**src/rtl/alu.sv**
```systemverilog
// alu: registered 8-bit SM83 ALU; accumulator group or CB rotate/shift group,
// producing {result, Z N H C 0000} one cycle after the operands are sampled.
`default_nettype none

module alu (
  input  logic        clk,
  input  logic        rst_n,
  input  logic [2:0]  op,
  input  logic [7:0]  src_data,
  input  logic [7:0]  dest_data,
  input  logic        ext,
  input  logic        misc,
  output logic [15:0] res
);

  localparam logic [2:0] OP_ADD = 3'd0;
  localparam logic [2:0] OP_ADC = 3'd1;
  localparam logic [2:0] OP_SUB = 3'd2;
  localparam logic [2:0] OP_SBC = 3'd3;
  localparam logic [2:0] OP_AND = 3'd4;
  localparam logic [2:0] OP_XOR = 3'd5;
  localparam logic [2:0] OP_OR  = 3'd6;
  localparam logic [2:0] OP_CP  = 3'd7;

  logic        carry_in;
  logic        borrow_in;
  logic [8:0]  add_full;
  logic [4:0]  add_nib;
  logic [8:0]  sub_full;
  logic [4:0]  sub_nib;
  logic [7:0]  calc;
  logic [7:0]  out_byte;
  logic        flag_n;
  logic        flag_h;
  logic        flag_c;
  logic [15:0] res_d;
  logic [15:0] res_q;

  assign carry_in  = (op == OP_ADC) ? misc : 1'b0;
  assign borrow_in = (op == OP_SBC) ? misc : 1'b0;

  // 9/5-bit differences: the top bit is the borrow, since the true difference
  // never falls below -256 (or -16 for the nibble).
  assign add_full = {1'b0, dest_data} + {1'b0, src_data} + {8'd0, carry_in};
  assign add_nib  = {1'b0, dest_data[3:0]} + {1'b0, src_data[3:0]} + {4'd0, carry_in};
  assign sub_full = {1'b0, dest_data} - {1'b0, src_data} - {8'd0, borrow_in};
  assign sub_nib  = {1'b0, dest_data[3:0]} - {1'b0, src_data[3:0]} - {4'd0, borrow_in};

  always_comb begin
    calc   = 8'd0;
    flag_n = 1'b0;
    flag_h = 1'b0;
    flag_c = 1'b0;
    if (ext) begin
      case (op)
        3'd0: begin calc = {dest_data[6:0], dest_data[7]};    flag_c = dest_data[7]; end
        3'd1: begin calc = {dest_data[0], dest_data[7:1]};    flag_c = dest_data[0]; end
        3'd2: begin calc = {dest_data[6:0], misc};            flag_c = dest_data[7]; end
        3'd3: begin calc = {misc, dest_data[7:1]};            flag_c = dest_data[0]; end
        3'd4: begin calc = {dest_data[6:0], 1'b0};            flag_c = dest_data[7]; end
        3'd5: begin calc = {dest_data[7], dest_data[7:1]};    flag_c = dest_data[0]; end
        3'd6: begin calc = {dest_data[3:0], dest_data[7:4]};  flag_c = 1'b0;         end
        default: begin calc = {1'b0, dest_data[7:1]};         flag_c = dest_data[0]; end
      endcase
    end else begin
      case (op)
        OP_ADD, OP_ADC: begin
          calc   = add_full[7:0];
          flag_h = add_nib[4];
          flag_c = add_full[8];
        end
        OP_SUB, OP_SBC, OP_CP: begin
          calc   = sub_full[7:0];
          flag_n = 1'b1;
          flag_h = sub_nib[4];
          flag_c = sub_full[8];
        end
        OP_AND: begin calc = dest_data & src_data; flag_h = 1'b1; end
        OP_XOR: calc = dest_data ^ src_data;
        OP_OR:  calc = dest_data | src_data;
        default: calc = 8'd0;
      endcase
    end
  end

  // CP leaves A untouched but its Z flag still comes from the difference.
  assign out_byte = (!ext && op == OP_CP) ? dest_data : calc;
  assign res_d    = {out_byte, (calc == 8'd0), flag_n, flag_h, flag_c, 4'b0000};

  always_ff @(posedge clk or negedge rst_n) begin
    if (!rst_n) res_q <= 16'h0000;
    else        res_q <= res_d;
  end

  assign res = res_q;

endmodule

`default_nettype wire

```
**config.mk**
```make
export PLATFORM = sky130hd
export DESIGN_NAME = alu
export DESIGN_NICKNAME = d
export VERILOG_FILES = /design/src/rtl/alu.sv
export SDC_FILE = /design/constraint.sdc
export NUM_CORES = 1
export LEC_CHECK = 0
export ABC_AREA = 0
export CAP_MARGIN = 30
export CORE_MARGIN = 1.5
export CORE_UTILIZATION = 59
export CTS_BUF_LIST = sky130_fd_sc_hd__clkbuf_4
export DETAILED_ROUTE_END_ITERATION = 6
export GPL_TIMING_DRIVEN = 0
export PLACE_DENSITY = 0.88
export SETUP_SLACK_MARGIN = 0.1
export SYNTH_ARGS = -nofsm -noshare
export SYNTH_HDL_FRONTEND = slang
export SYNTH_SLANG_ARGS = --single-unit
```
**constraint.sdc**
```tcl
create_clock -name clk -period 1.2 [get_ports clk]
set_input_delay 0.24 -clock clk [delete_from_list [all_inputs] [get_ports clk]]
set_output_delay 0.24 -clock clk [all_outputs]
set_load 0.03 [all_outputs]
```
### Word-level counts from Yosys, hierarchy flattened

Cells that the tools add are included.

| word-level totals | value |
|---|---|
| register bits | 12 |
| input bits | 23 |
| output and inout port bits | 16 |
| word-level logic and storage cells | 39 |

| cells by class | value |
|---|---|
| add/subtract/negate cells | 8 |
| equal/unequal tests | 7 |
| multiplexer cells | 13 |
| bitwise operators | 3 |
| reduce and logical (&&, ||, !) cells | 7 |

Operator list:

| operator | count |
|---|---|
| one-hot mux 8 bit (7 select lines) | 1 |
| one-hot mux 8 bit (5 select lines) | 1 |
| 2-to-1 mux 8 bit | 2 |
| == test 3 bit, second input constant | 4 |
| adder 8 x 8 -> 9 bit | 1 |
| adder 9 x 1 -> 9 bit | 1 |
| subtractor 8 x 8 -> 9 bit | 1 |
| subtractor 9 x 1 -> 9 bit | 1 |
| AND 8 bit | 1 |
| zero test 8 bit | 1 |
| bitwise OR 8 bit | 1 |
| XOR 8 bit | 1 |
| == test 3 x 2 -> 1 bit, second input constant | 2 |
| 2-to-1 mux 1 bit | 6 |
| OR reduction 3 bit | 2 |
| adder 4 x 4 -> 5 bit | 1 |
| adder 5 x 1 -> 5 bit | 1 |
| subtractor 4 x 4 -> 5 bit | 1 |
| subtractor 5 x 1 -> 5 bit | 1 |
| one-hot mux 1 bit (2 select lines) | 2 |
| == test 3 x 1 -> 1 bit, second input constant | 1 |
| zero test 3 bit | 1 |
| one-hot mux 1 bit (3 select lines) | 1 |
| OR reduction 2 bit | 1 |
| 2 further kinds | 2 |

### Depth between registers and ports, before layout

Gate-level depths: netlist (run 1).

| depth | value |
|---|---|
| depth after elaboration | 6 |
| depth in mapped cells | 13 |
| depth with buffers taken out | 12 |

### Worst setup path after synthesis (run 1)

Ideal clock, no wire load.

| timing path | value |
|---|---|
| kind | input port to flip-flop |
| start | in op[0] |
| end | reg res_q[7], in the netlist res[7] |
| setup time | 0.068 ns |
| data arrival time | 2.708 ns |
| data required time | 1.132 ns |
| setup slack | -1.576 ns |
| stages on the path | 12 |
| path buffers | 2 |
| path through | buf_2 -> buf_2 -> nand3_1 -> fa_1 -> fa_1 -> nand2b_1 -> a21oi_1 -> a31oi_1 -> xnor2_1 -> o311ai_1 -> nand4_1 -> and4bb_1 |

| on the way | value |
|---|---|
| word-level cells in the longest chain between the ends | 6 |
| elaborated cells on any way between the ends | 18 |
| classes of those cells | 2 x add/sub; 7 x eq/ne; 5 x mux; 4 x reduce/logical |

Ends and longest elaborated chain:

| what | line | source |
|---|---|---|
| from (decl) | 8 | `input logic [2:0] op,` |
| == test 3 x 2 -> 1 bit / == test 3 x 1 -> 1 bit (equally long branches) | n/a |  |
| 2-to-1 mux 1 bit (on tied branches) | 40, 39 |  |
| subtractor 9 x 1 -> 9 bit / adder 9 x 1 -> 9 bit (equally long branches) | 46, 44 |  |
| one-hot mux 8 bit (5 select lines) | 66 | `case (op)` |
| 2-to-1 mux 8 bit (*) | 54 | `if (ext) begin` |
| zero test 8 bit (*) | 88 | `assign res_d = {out_byte, (calc == 8'd0), flag_n, flag_h, flag_c, 4'b0000};` |
| net res_d[7] | 36 | `logic [15:0] res_d;` |
| to (signal assigned) | 92 | `else res_q <= res_d;` |
| to (decl) | 37 | `logic [15:0] res_q;` |

The timed path passes the listed nets; every way through them passes the cells marked *.

### Final worst setup path (run 1)

| timing path | value |
|---|---|
| start | in op[2] |
| end | reg res_q[7], in the netlist res[7] |

Same word-level chain as after synthesis.

==> qor.yml, run 1 <==
global_route:
  grt_pass1_wl_um: 11300
  grt_pass1_vias: 2353
  antenna_found_initial: 0
  met2_usage_pct: 57.9
  met1_usage_pct: 45.1
  grt_max_degree: 13
  busiest_layer: "met2"
  grt_usage_pct: 35.5
  overflow: 0
  grt_util_met3_pct: 5.54
power_and_ir_drop:
  powerDensity_nw_per_um2: 762
  ir_drop_mv: 0.450
  p_leak_nw: 1.39
timing:
  fmax_ghz: 0.388
  fin_crit_sh_pct: 215
  maxSlewViolCount: 0
  maxSlewHeadroom_pct: 63.3
  holdWs_ns: 0.294
  hold_viol: 0
  period_minus_slack_ns: 2.58
  fin_ws_ns: -1.38
  rsz0062_at_grt: "true"
  worstMarginPinSlew_ns: 0.551
  setup_tns_ns: -11.99
  finalSetupViolCount: 11
placement:
  hpwl_um: 4530
  gp_congestion: 0.908
  io_buffers: 34
drt:
  first_pass_iters: 5
  via_per_inst: 6.56
  num_vias: 2501
  routed_wl_um: 7470
  wl_per_cell_um: 19.6
  drtIter0Drc: 291
  detail-route-antenna-nets: 0
  drc: 0
setup_path:
  worstSetupStartpointType: "input pin"
  end_kind: "flip-flop"
  cp-startpoint: "op[2]"
  crit_type: "in -> reg"
  crit_required_ns: 1.36
  worstPathMaxFanout: 3
  arrival_ns: 2.74
floorplanning:
  core_um2: 3420
  rows: 21
  pin_count: 39
  die_area_um2: 4010
  fp.dieH_um: 63.4
  start_util_pct: 62.9
  die_x_um: 63.4
logic_synthesis:
  yosysSeqAreaShare_pct: 14.0
  async_reset_ff_share_pct: 100
  yosys.area.top_type_share_pct: 17.5
  synth_area_um2: 2150
  synth-edff-count: 0
  synth_seq_cells: 12
  synth_flop_cell: "dfrtp_1"
  yosysUniqueCellTypes: 57
  avgSynthCellArea_um2: 7.82
  yosysTopAreaCell: "ha_1"
  post-synth-top-count-cell: "ha_1"
  synth_area_leaders: "ha_1 17%, dfrtp_1 14%, a21oi_1 5.4%"
  ys_warn_count: 0
  ys_top_cells_by_count: "30 x ha_1, 27 x inv_1, 23 x a21oi_1"
  synth_cells: 275
clock_network:
  clock-sinks: 12
  cts_root_buf: "clkbuf_4"
  cts_tree: "yes"
  h-tree-depth: 1
  cts.reportedPaths.clkPinSlew_ns: 0.07
  cts_made_buffers: 3
  cts_hold_buf: 0
  clk_path_buf_depth: 2
finish:
  n_antenna_cell: 0
  syn2layout_area_growth_pct: 39.9
  largest_reg_flops: 12
  drive_gt1_share_pct: 31.3
  fin_nets: 393
  final_core_util_pct: 88.0
hold_path:
  hp-class: "in -> async"
status:
  status: "complete, but fails checks"
  violations: "setup timing"
job:
  maxCapViolCount: 0
## logic make-up after synthesis
family | after synthesis | synth area share [%]
compound gates | 92 | 28.3
xor+xnor | 11 | 4.48
fa+ha+maj | 34 | 21.2
buf+inv | 46 | 10.4
flops | 12 | 14.0
mux | 12 | 5.65
other cells | 1 | 0.174
simple gates | 67 | 15.8
## power by group
part / total [mW] / internal (mW) / switching [mW]
Clock: 0.246 / 0.120 / 0.125
Combinational: 1.58 / 0.675 / 0.908
Sequential: 0.464 / 0.454 / 0.00959
Total: 2.29 / 1.25 / 1.04
## area by class of cell
class / count / area, um^2
clock inverters: 1 / 3.75
multi-input cells: 220 / 1920
inverters: 29 / 111
repair buffers: 53 / 437
well taps: 46 / 57.6
clock buffers: 3 / 22.5
flip-flops and latches: 12 / 300
fillers: 164 / 409
plain buffers: 17 / 151
## through the flow
step                power (mW)  worst slack, ns  instance area, um^2  instances
floorplan                 1.35            -1.35                 2230        278
global placement          1.71            -2.25                 2630        358
detailed placement        1.74            -2.31                 2630        358
CTS                       2.12            -1.34                 2880        374
global route              2.40            -1.43                 3010        381
finish                    2.29            -1.38                 3010        381
## how the worst max path moves through the flow
stage,end,depth (start not counted),slack [ns]
finish,res[7],14,-1.38
global route,res[7],13,-1.43
CTS,res[7],13,-1.34
detailed placement,res[7],13,-2.31
global placement,res[7],13,-2.25
floorplan,res[7],12,-1.35
## layout by cell type (no fill, tap or decap), drive strengths merged, types with 3 or more instances in the layout
cell type	instances
xnor2	6
fa	4
dlygate4sd2	5
nand3b	3
o21ai	23
o2bb2ai	5
dfrtp	12
nor3	6
conb	4
a21o	4
clkbuf	8
xor2	5
nand2	23
a31oi	4
a211oi	3
clkdlybuf4s50	8
nor2b	3
nor2	17
nand3	4
o211ai	6
inv	29
a22oi	5
ha	30
o311ai	3
mux2i	11
a21oi	24
buf	49
nand2b	3
## worst max-delay path: stages
cell and delay [ns]:
buf_8 0.10, nor2b_4 0.16, nand3_4 0.08, fa_2 0.57, inv_2 0.05, ha_4 0.15
o211ai_1 0.22, nand3b_1 0.18, buf_4 0.17, a21oi_2 0.13, xor2_1 0.09, o21ai_1 0.18
o311ai_2 0.16, and4bb_1 0.24
## metal layers
layer	vias to the layer above	part of all wire (%)
met1	1143	37
met3	66	9.9
met2	195	48
met5	-	0
met4	0	5.7
li1	1097	-
## timing repair
| item | 4_1_cts | 5_1_grt |
|---|---|---|
| setup endpoints to repair | 24 | 11 |
| buffers inserted | 12 | 7 |
| resized for setup | 129 | 21 |
| pin swaps | 20 | 20 |
| cloned | 0 | 0 |
(Power assumes the default switching activity.)
==> inputs of run 2 (changes only) <==
PLACE_DENSITY = 0.9   (was 0.88)
==> run 2 against run 1 <==
The flow still finishes with violations (setup timing). Wire length grew 4.4%. Cell area down 0.42%. Total power rose by 1.5%. Hold slack about the same. Combinational power hardly changed. First-iteration DRC count grew 67%. Largest power group unchanged.
==> qor.yml, run 2 (synthesized netlist as in run 1, its figures left out) <==
status:
  status: "complete, but fails checks"  # unchanged
  violations: "setup timing"  # unchanged
timing:
  fin_crit_sh_pct: 218  # was 215%
  rsz0062_at_grt: "true"  # unchanged
  worstMarginPinSlew_ns: 0.533  # was 0.551 ns
  maxSlewViolCount: 0  # unchanged
  fmax_ghz: 0.383  # was 0.388 GHz
  period_minus_slack_ns: 2.61  # was 2.58 ns
  finalSetupViolCount: 11  # unchanged
  maxSlewHeadroom_pct: 64.4  # was 63.3%
  hold_viol: 0  # unchanged
  fin_ws_ns: -1.41  # was -1.38 ns
clock_network:
  clock-sinks: 12  # unchanged
  cts_hold_buf: 0  # unchanged
  cts_tree: "yes"  # unchanged
  cts_root_buf: "clkbuf_4"  # unchanged
  clk_path_buf_depth: 2  # unchanged
  cts.reportedPaths.clkPinSlew_ns: 0.07  # about the same
  cts_made_buffers: 3  # unchanged
  h-tree-depth: 1  # unchanged
setup_path:
  worstPathMaxFanout: 3  # unchanged
  cp_slowest_stage_delay_ns: 0.40  # was 0.57 ns
  cpMostUsedCell: "fa_2"
  end_kind: "flip-flop"  # unchanged
  crit_type: "in -> reg"  # unchanged
  worstSetupStartpointType: "input pin"  # unchanged
  crit_path_cell_trace: "buf_6, nor2b_4, nand3_2, fa_2, fa_2, nand2b_4, a21oi_4, a31oi_4, xnor2_1, o311ai_2, nand4_1, and4bb_1"  # was buf_8, nor2b_4, nand3_4, fa_2, inv_2, ha_4, o211ai_1, nand3b_1, buf_4, a21oi_2, xor2_1, o21ai_1, o311ai_2, and4bb_1
  arrival_ns: 2.82  # was 2.74 ns
  slowest_stage: "fa_2"  # unchanged
  crit_required_ns: 1.41  # was 1.36 ns
drt:
  wl_met2_um: 3530  # was 3550 um
  detail-route-antenna-nets: 0  # unchanged
  drc: 0  # unchanged
  via_per_inst: 6.89  # was 6.56
  wl_met3_um: 970  # was 743 um
  num_vias: 2625  # was 2,501
  wl_per_cell_um: 20.5  # was 19.6 um
  routed_wl_um: 7800  # was 7470 um
  drtIter0Drc: 485  # was 291
  met1_length_um: 2740  # was 2750 um
  top_layer: "met4"  # unchanged
  first_pass_iters: 6  # was 5
power_and_ir_drop:
  ir_drop_mv: 0.455  # was 0.450 mV
  p_leak_nw: 1.37  # was 1.39 nW
  powerDensity_nw_per_um2: 777  # was 762 nW/um^2
finish:
  drive_gt1_share_pct: 30.7  # was 31.3%
  final_cells: 381  # unchanged
  final_core_util_pct: 87.7  # was 88.0%
  n_antenna_cell: 0  # unchanged
  largest_reg_flops: 12  # unchanged
  num-fill-cells: 162  # was 164
  fin_nets: 393  # unchanged
  syn2layout_area_growth_pct: 39.3  # was 39.9%
  final_cell_mix: "24 x inv_1, 24 x buf_4, 22 x nand2_1, 22 x ha_1, 19 x a21oi_1"  # was 24 x inv_1, 24 x buf_4, 21 x nand2_1, 21 x ha_1, 18 x a21oi_1
floorplanning:
  rows: 21  # unchanged
  fp.dieH_um: 63.4  # unchanged
  die_x_um: 63.4  # unchanged
  die_area_um2: 4010  # unchanged
  start_util_pct: 62.9  # unchanged
  pin_count: 39  # unchanged
  core_um2: 3420  # unchanged
placement:
  gp_congestion: 0.883  # was 0.908
  place_ws_ns: -2.32  # was -2.31 ns
  io_buffers: 34  # unchanged
  dp_cells: 358  # unchanged
  hpwl_um: 4680  # was 4530 um
job:
  maxCapViolCount: 0  # unchanged
global_route:
  grt_pass1_vias: 2394  # was 2,353
  grt_usage_pct: 36.1  # was 35.5%
  grt_pass1_wl_um: 11600  # was 11,300 um
  overflow: 0  # unchanged
  antenna_found_initial: 0  # unchanged
  grt_max_degree: 13  # unchanged
hold_path:
  hp-class: "in -> async"  # unchanged
## run 2: metrics by stage
| step | power (mW) | setup TNS [ns] | cell area, um^2 | hold slack (ns) |
|---|---|---|---|---|
| 2_1_floorplan | 1.35 | -11.06 | 2230 | -0.0556 |
| 3_3_place_gp | 1.71 | -21.07 | 2630 | 0.592 |
| 3_5_place_dp | 1.74 | -21.41 | 2630 | 0.595 |
| 4_1_cts | 2.11 | -10.78 | 2860 | 0.306 |
| 5_1_grt | 2.43 | -12.52 | 2990 | 0.335 |
| 6_report | 2.33 | -11.96 | 2990 | 0.294 |
## run 2: cell type report
type	instances	area [um^2]	area share [%]
Inverter	29	111	3.72
Tap cell	46	57.6	1.92
Multi-Input combinational cell	220	1910	63.9
Clock inverter	1	3.75	0.125
Buffer	17	151	5.06
Timing Repair Buffer	53	434	14.5
Clock buffer	3	22.5	0.752
Sequential cell	12	300	10.0
## run 2: report_power, final
| part | total [mW] | internal [mW] | switching (mW) |
|---|---|---|---|
| Sequential | 0.464 | 0.454 | 0.0103 |
| Clock | 0.250 | 0.121 | 0.129 |
| Combinational | 1.61 | 0.684 | 0.928 |
| Total | 2.33 | 1.26 | 1.07 |
## run 2: critical path, delay by kind of cell
| family | cells | cell delay, ns |
|---|---|---|
| compound gates | 3 | 0.67 |
| simple gates | 5 | 0.88 |
| fa+ha+maj | 2 | 0.77 |
| xor+xnor | 1 | 0.15 |
| buf+inv | 1 | 0.10 |
## run 2: per-layer routing
layer  up-vias  track usage, %
met4         0            20.9
met2       249            59.6
met3        97            5.36
met1      1178            44.5
met5         -               0
li1       1101               -
## run 2: what timing repair did
item / 4_1_cts / 5_1_grt
endpoints found under the setup margin: 24 / 11
buffers inserted: 10 / 9
pin swaps: 23 / 24
resized for setup: 130 / 16
## run 2: how the worst max path moves through the flow
stage	start	end	slack [ns]	cells after the start
3_5_place_dp	op[0]	res[7]	-2.32	13
6_report	op[2]	res[7]	-1.41	12
4_1_cts	op[2]	res[7]	-1.31	12
3_3_place_gp	op[0]	res[7]	-2.27	13
5_1_grt	dest_data[0]	res[7]	-1.43	11
2_1_floorplan	op[0]	res[7]	-1.35	12
==> inputs of run 3 (changes only) <==
ABC_CLOCK_PERIOD_IN_PS = 1200   (was not set)
CTS_BUF_LIST = sky130_fd_sc_hd__clkbuf_2 sky130_fd_sc_hd__clkbuf_4 sky130_fd_sc_hd__clkbuf_8   (was sky130_fd_sc_hd__clkbuf_4)
TNS_END_PERCENT = 50   (was not set)
==> run 3 against run 2 <==
The flow still finishes with violations (setup timing). Final cell count decreased by 0.26%. Global-route usage decreased by 1.7 points. Combinational power decreased by 2%. Hold slack improved by 0.0012 ns. Die area unchanged. Highest routed layer unchanged. Via count decreased by 2.9%. Flip-flop and latch count unchanged. Count of clock-buffer cells in the layout increased by 1.
==> qor.yml, run 3 (synthesized netlist as in run 1, its figures left out) <==
timing:
  finalSetupViolCount: 11  # unchanged
  maxSlewHeadroom_pct: 58.0  # was 64.4%
  maxSlewViolCount: 0  # unchanged
  worstMarginPinSlew_ns: 0.631  # was 0.533 ns
  fmax_ghz: 0.395  # was 0.383 GHz
  period_minus_slack_ns: 2.53  # was 2.61 ns
  fin_ws_ns: -1.33  # was -1.41 ns
  holdWs_ns: 0.295  # was 0.294 ns
  rsz0062_at_grt: "true"  # unchanged
  fin_crit_sh_pct: 211  # was 218%
  hold_viol: 0  # unchanged
placement:
  dp_cells: 358  # unchanged
  gp_congestion: 0.908  # was 0.883
  dpl-instance-area_um2: 2630  # unchanged
  hpwl_um: 4500  # was 4680 um
  io_buffers: 34  # unchanged
hold_path:
  hp-class: "in -> async"  # unchanged
finish:
  design_area_um2: 2970  # was 2990 um^2
  drive_gt1_share_pct: 29.9  # was 30.7%
  largest_reg_flops: 12  # unchanged
  multi_input_comb_area_um2: 1900  # was 1910 um^2
  syn2layout_area_growth_pct: 38.3  # was 39.3%
  fin_nets: 392  # was 393
  n_antenna_cell: 0  # unchanged
  num-fill-cells: 178  # was 162
  final_cell_mix: "24 x inv_1, 24 x buf_4, 22 x nand2_1, 22 x a21oi_1, 20 x ha_1"  # was 24 x inv_1, 24 x buf_4, 22 x nand2_1, 22 x ha_1, 19 x a21oi_1
  final_core_util_pct: 87.0  # was 87.7%
  seq_area_um2: 300  # unchanged
  final_cells: 380  # was 381
setup_path:
  worstSetupStartpointType: "input pin"  # unchanged
  slowest_stage: "fa_2"  # unchanged
  arrival_ns: 2.69  # was 2.82 ns
  crit_required_ns: 1.36  # was 1.41 ns
  critPathBufInv: 2  # was 1
  cp_slowest_stage_delay_ns: 0.45  # was 0.40 ns
  cpMostUsedCell: "fa_2"  # unchanged
  worstPathMaxFanout: 3  # unchanged
  end_kind: "flip-flop"  # unchanged
  cpLargestDelayFamily: "adder cells"  # was simple AND/OR/NAND/NOR gates
  crit_type: "in -> reg"  # unchanged
  crit_path_cell_trace: "buf_8, nor2b_4, nand3_4, fa_2, fa_2, o211ai_1, nand2_1, buf_4, a211oi_2, o21bai_1, xor2_1, o21ai_1, o21a_1"  # was buf_6, nor2b_4, nand3_2, fa_2, fa_2, nand2b_4, a21oi_4, a31oi_4, xnor2_1, o311ai_2, nand4_1, and4bb_1
drt:
  detail-route-antenna-nets: 0  # unchanged
  wl_per_cell_um: 20.0  # was 20.5 um
  via_per_inst: 6.71  # was 6.89
  routed_wl_um: 7590  # was 7800 um
  num_vias: 2548  # was 2,625
  drtIter0Drc: 313  # was 485
  first_pass_iters: 6  # unchanged
  drc: 0  # unchanged
floorplanning:
  fp.dieH_um: 63.4  # unchanged
  rows: 21  # unchanged
  die_area_um2: 4010  # unchanged
  die_x_um: 63.4  # unchanged
  pin_count: 39  # unchanged
  core_um2: 3420  # unchanged
  start_util_pct: 62.9  # unchanged
global_route:
  met1_usage_pct: 41.5  # was 44.5%
  overflow: 0  # unchanged
  grt_max_degree: 13  # unchanged
  grt_util_met3_pct: 8.93  # was 5.36%
  grt_usage_pct: 34.4  # was 36.1%
  grt_pass1_vias: 2348  # was 2,394
  busiest_layer: "met2"  # unchanged
  grt_pass1_wl_um: 11000  # was 11,600 um
  met2_usage_pct: 56.3  # was 59.6%
  antenna_found_initial: 0  # unchanged
clock_network:
  cts_made_buffers: 3  # unchanged
  cts_tree: "yes"  # unchanged
  cts.reportedPaths.clkPinSlew_ns: 0.07  # about the same
  clk_path_buf_depth: 2  # unchanged
  clock-sinks: 12  # unchanged
  cts_root_buf: "clkbuf_4"  # unchanged
  h-tree-depth: 1  # unchanged
job:
  maxCapViolCount: 0  # unchanged
power_and_ir_drop:
  pwr-share-clk_pct: 13.1  # was 10.7%
  ir_drop_mv: 0.498  # was 0.455 mV
  p_int_mw: 1.31  # was 1.26 mW
  swShare_pct: 44.1  # was 45.9%
  p_switching_mw: 1.03  # was 1.07 mW
  p_leak_nw: 1.36  # was 1.37 nW
  p_seq_share_pct: 19.8  # was 20.0%
  powerDensity_nw_per_um2: 787  # was 777 nW/um^2
  combinationalPowerShare_pct: 67.1  # was 69.3%
status:
  status: "complete, but fails checks"  # unchanged
  violations: "setup timing"  # unchanged
## run 3: through the flow
step                setup slack [ns]  setup TNS [ns]  total power, mW
floorplan                      -1.35          -11.21             1.34
global placement               -2.28          -21.27             1.71
detailed placement             -2.31          -21.53             1.73
CTS                            -1.28          -10.56             2.16
global route                   -1.38          -12.34             2.46
finish                         -1.33          -11.67             2.34
## run 3: cell type report
class,count,area share [%]
multi-input cells,220,63.8
repair buffers,52,14.3
clock buffers,4,1.22
well taps,46,1.94
inverters,29,3.75
plain buffers,17,4.97
flip-flops and latches,12,10.1
## run 3: layer usage
| metal | wire length, um | share of wire (%) |
|---|---|---|
| met3 | 889 | 12 |
| met4 | 371 | 4.9 |
| met5 | 0 | 0 |
| met1 | 2790 | 37 |
| met2 | 3540 | 47 |
## run 3: power by group through the flow
| stage | Clock (mW) | Sequential [mW] | Combinational [mW] |
|---|---|---|---|
| after floorplan | 0 | 0.583 | 0.760 |
| after global placement | 0 | 0.473 | 1.24 |
| after detailed placement | 0 | 0.475 | 1.26 |
| after CTS | 0.314 | 0.465 | 1.38 |
| after global routing | 0.342 | 0.468 | 1.65 |
| final | 0.306 | 0.464 | 1.57 |
## run 3: repair_timing
action / 4_1_cts / 5_1_grt
setup buffers: 12 / 6
gates resized for setup: 128 / 14
setup endpoints to repair: 24 / 11
hold buffers: 0 / 0
pin swaps: 21 / 17
## run 3: path summary, 6_finish.rpt
kind                            to  depth (start not counted)         start
max in group asynchronous   res[5]                          1         rst_n
min in group clk            res[8]                          3  dest_data[0]
max                         res[4]                         13         op[2]
min                        res[10]                          1         rst_n
==> edit (settings of run 3) <==
Put one more register stage on the output `res`, without a reset. The value now appears one clock later.
--- a/src/rtl/alu.sv
+++ b/src/rtl/alu.sv
@@ -93,5 +93,7 @@
   end
 
-  assign res = res_q;
+  always_ff @(posedge clk) begin
+    res <= res_q;
+  end
 
 endmodule
Function: changed (a bounded check fails within 4 cycles, from zero or initial values and one cycle with rst_n low).
==> edit against run 3 <==
The flow still finishes with violations (setup timing). Total power up 32%. Synthesized area grew 11%. Fmax shrank 1.1%. Design area increased by 8.2%. Critical path depth down 1. Setup slack lost 28 ps. Sequential cell count is 12 higher. Routed wire length fell by 9.0%. Clock power is 120% higher. Critical endpoint is now res_q[7].
==> edit: results <==
set metrics [dict create \
    first_global_vias 2327 \
    min-delay-path-class "input port to async pin" \
    relSlewSlack 0.632 \
    finalSetupViolCount 11 \
    drt-met1-wl_um 2690 \
    p_sw_mw 1.10 \
    wl_met2_um 3340 \
    placed_area_mm2 0.00287 \
    drive_above_1_share 0.279 \
    drt_iter0_drc 205 \
    fill_cells 212 \
    pwr-share-comb 0.482 \
    wl_met3_um 648 \
    reg2reg_depth 0 \
    multi_input_cells 220 \
    nNetsFinal 402 \
    worst_ep_arrival_time_ps 2760 \
    path_delay_family "simple AND/OR/NAND/NOR gates" \
    ir_worst_vdd_mv 0.586 \
    ys_seq_area_frac 0.226 \
    clk_share 0.0222 \
    grt_util_met3 0.0287 \
    clock_buffers 3 \
    synth.distinct_cells 58 \
    drt_first_pass_iters 5 \
    synthArstFlopShare 0.500 \
    grtUsageMet2 0.546 \
    multi_input_area_mm2 0.00187 \
    outcome "complete, but fails checks" \
    worst_slack_ps -1360 \
    worstReg2RegEnd "res[14]" \
    post-dp-hpwl_um 4780 \
    finalWeightedCongestion 0.902 \
    grt_usage 0.324 \
    hold_slack_ps 302 \
    nonClockBufferCount 67 \
    dominantRegCellSynth "dfxtp_1" \
    p_leak_nw 1.49 \
    nonClkBufAreaFrac 0.176 \
    grt_max_degree 15 \
    postRouteWirelength_um 6910 \
    seq_share 0.168 \
    cpPeakStageDelay_ps 390 \
    synth_area_leaders "ha_1 (16%), dfrtp_1 (13%), dfxtp_1 (10%)" \
    postCtsSetupRepairBufs 13 \
    p_seq_frac 0.300 \
    clkTransAtPathRegs_ps 80 \
    vias 2454 \
    grt_first_pass_wirelength_um 10900 \
    cp-endpoint "res_q[7]" \
    met1_usage 0.415 \
    ys_ff_latch 24 \
    violations "setup timing" \
    area_delta_synth_final_pct 34.7 \
]
[edit: cell count changes after synthesis]
cell            run 3  this run
dfxtp_1             0        12
[edit: kinds of logic (layout without fill, tap and decap cells)]
group                    count (synthesis)  count (layout)  synth area share
AO/OA/AOI/OAI                           92              92             0.255
AND/OR/NAND/NOR                         67              67             0.142
buffers and inverters                   46             100            0.0932
adder cells (fa/ha/maj)                 34              34             0.191
flip-flops                              24              24             0.226
multiplexers                            12              12            0.0508
XOR/XNOR                                11              11            0.0403
other                                    1               4           0.00157
[edit: stage by stage]
stage | std cells | worst slack (ps) | setup TNS [ps] | total power [mW]
after detailed placement | 372 | -2330 | -21680 | 2.22
after CTS | 389 | -1310 | -10780 | 2.98
after global placement | 372 | -2290 | -21350 | 2.18
final | 392 | -1360 | -11450 | 3.09
after global routing | 392 | -1410 | -12190 | 3.27
after floorplan | 290 | -1350 | -11210 | 1.81
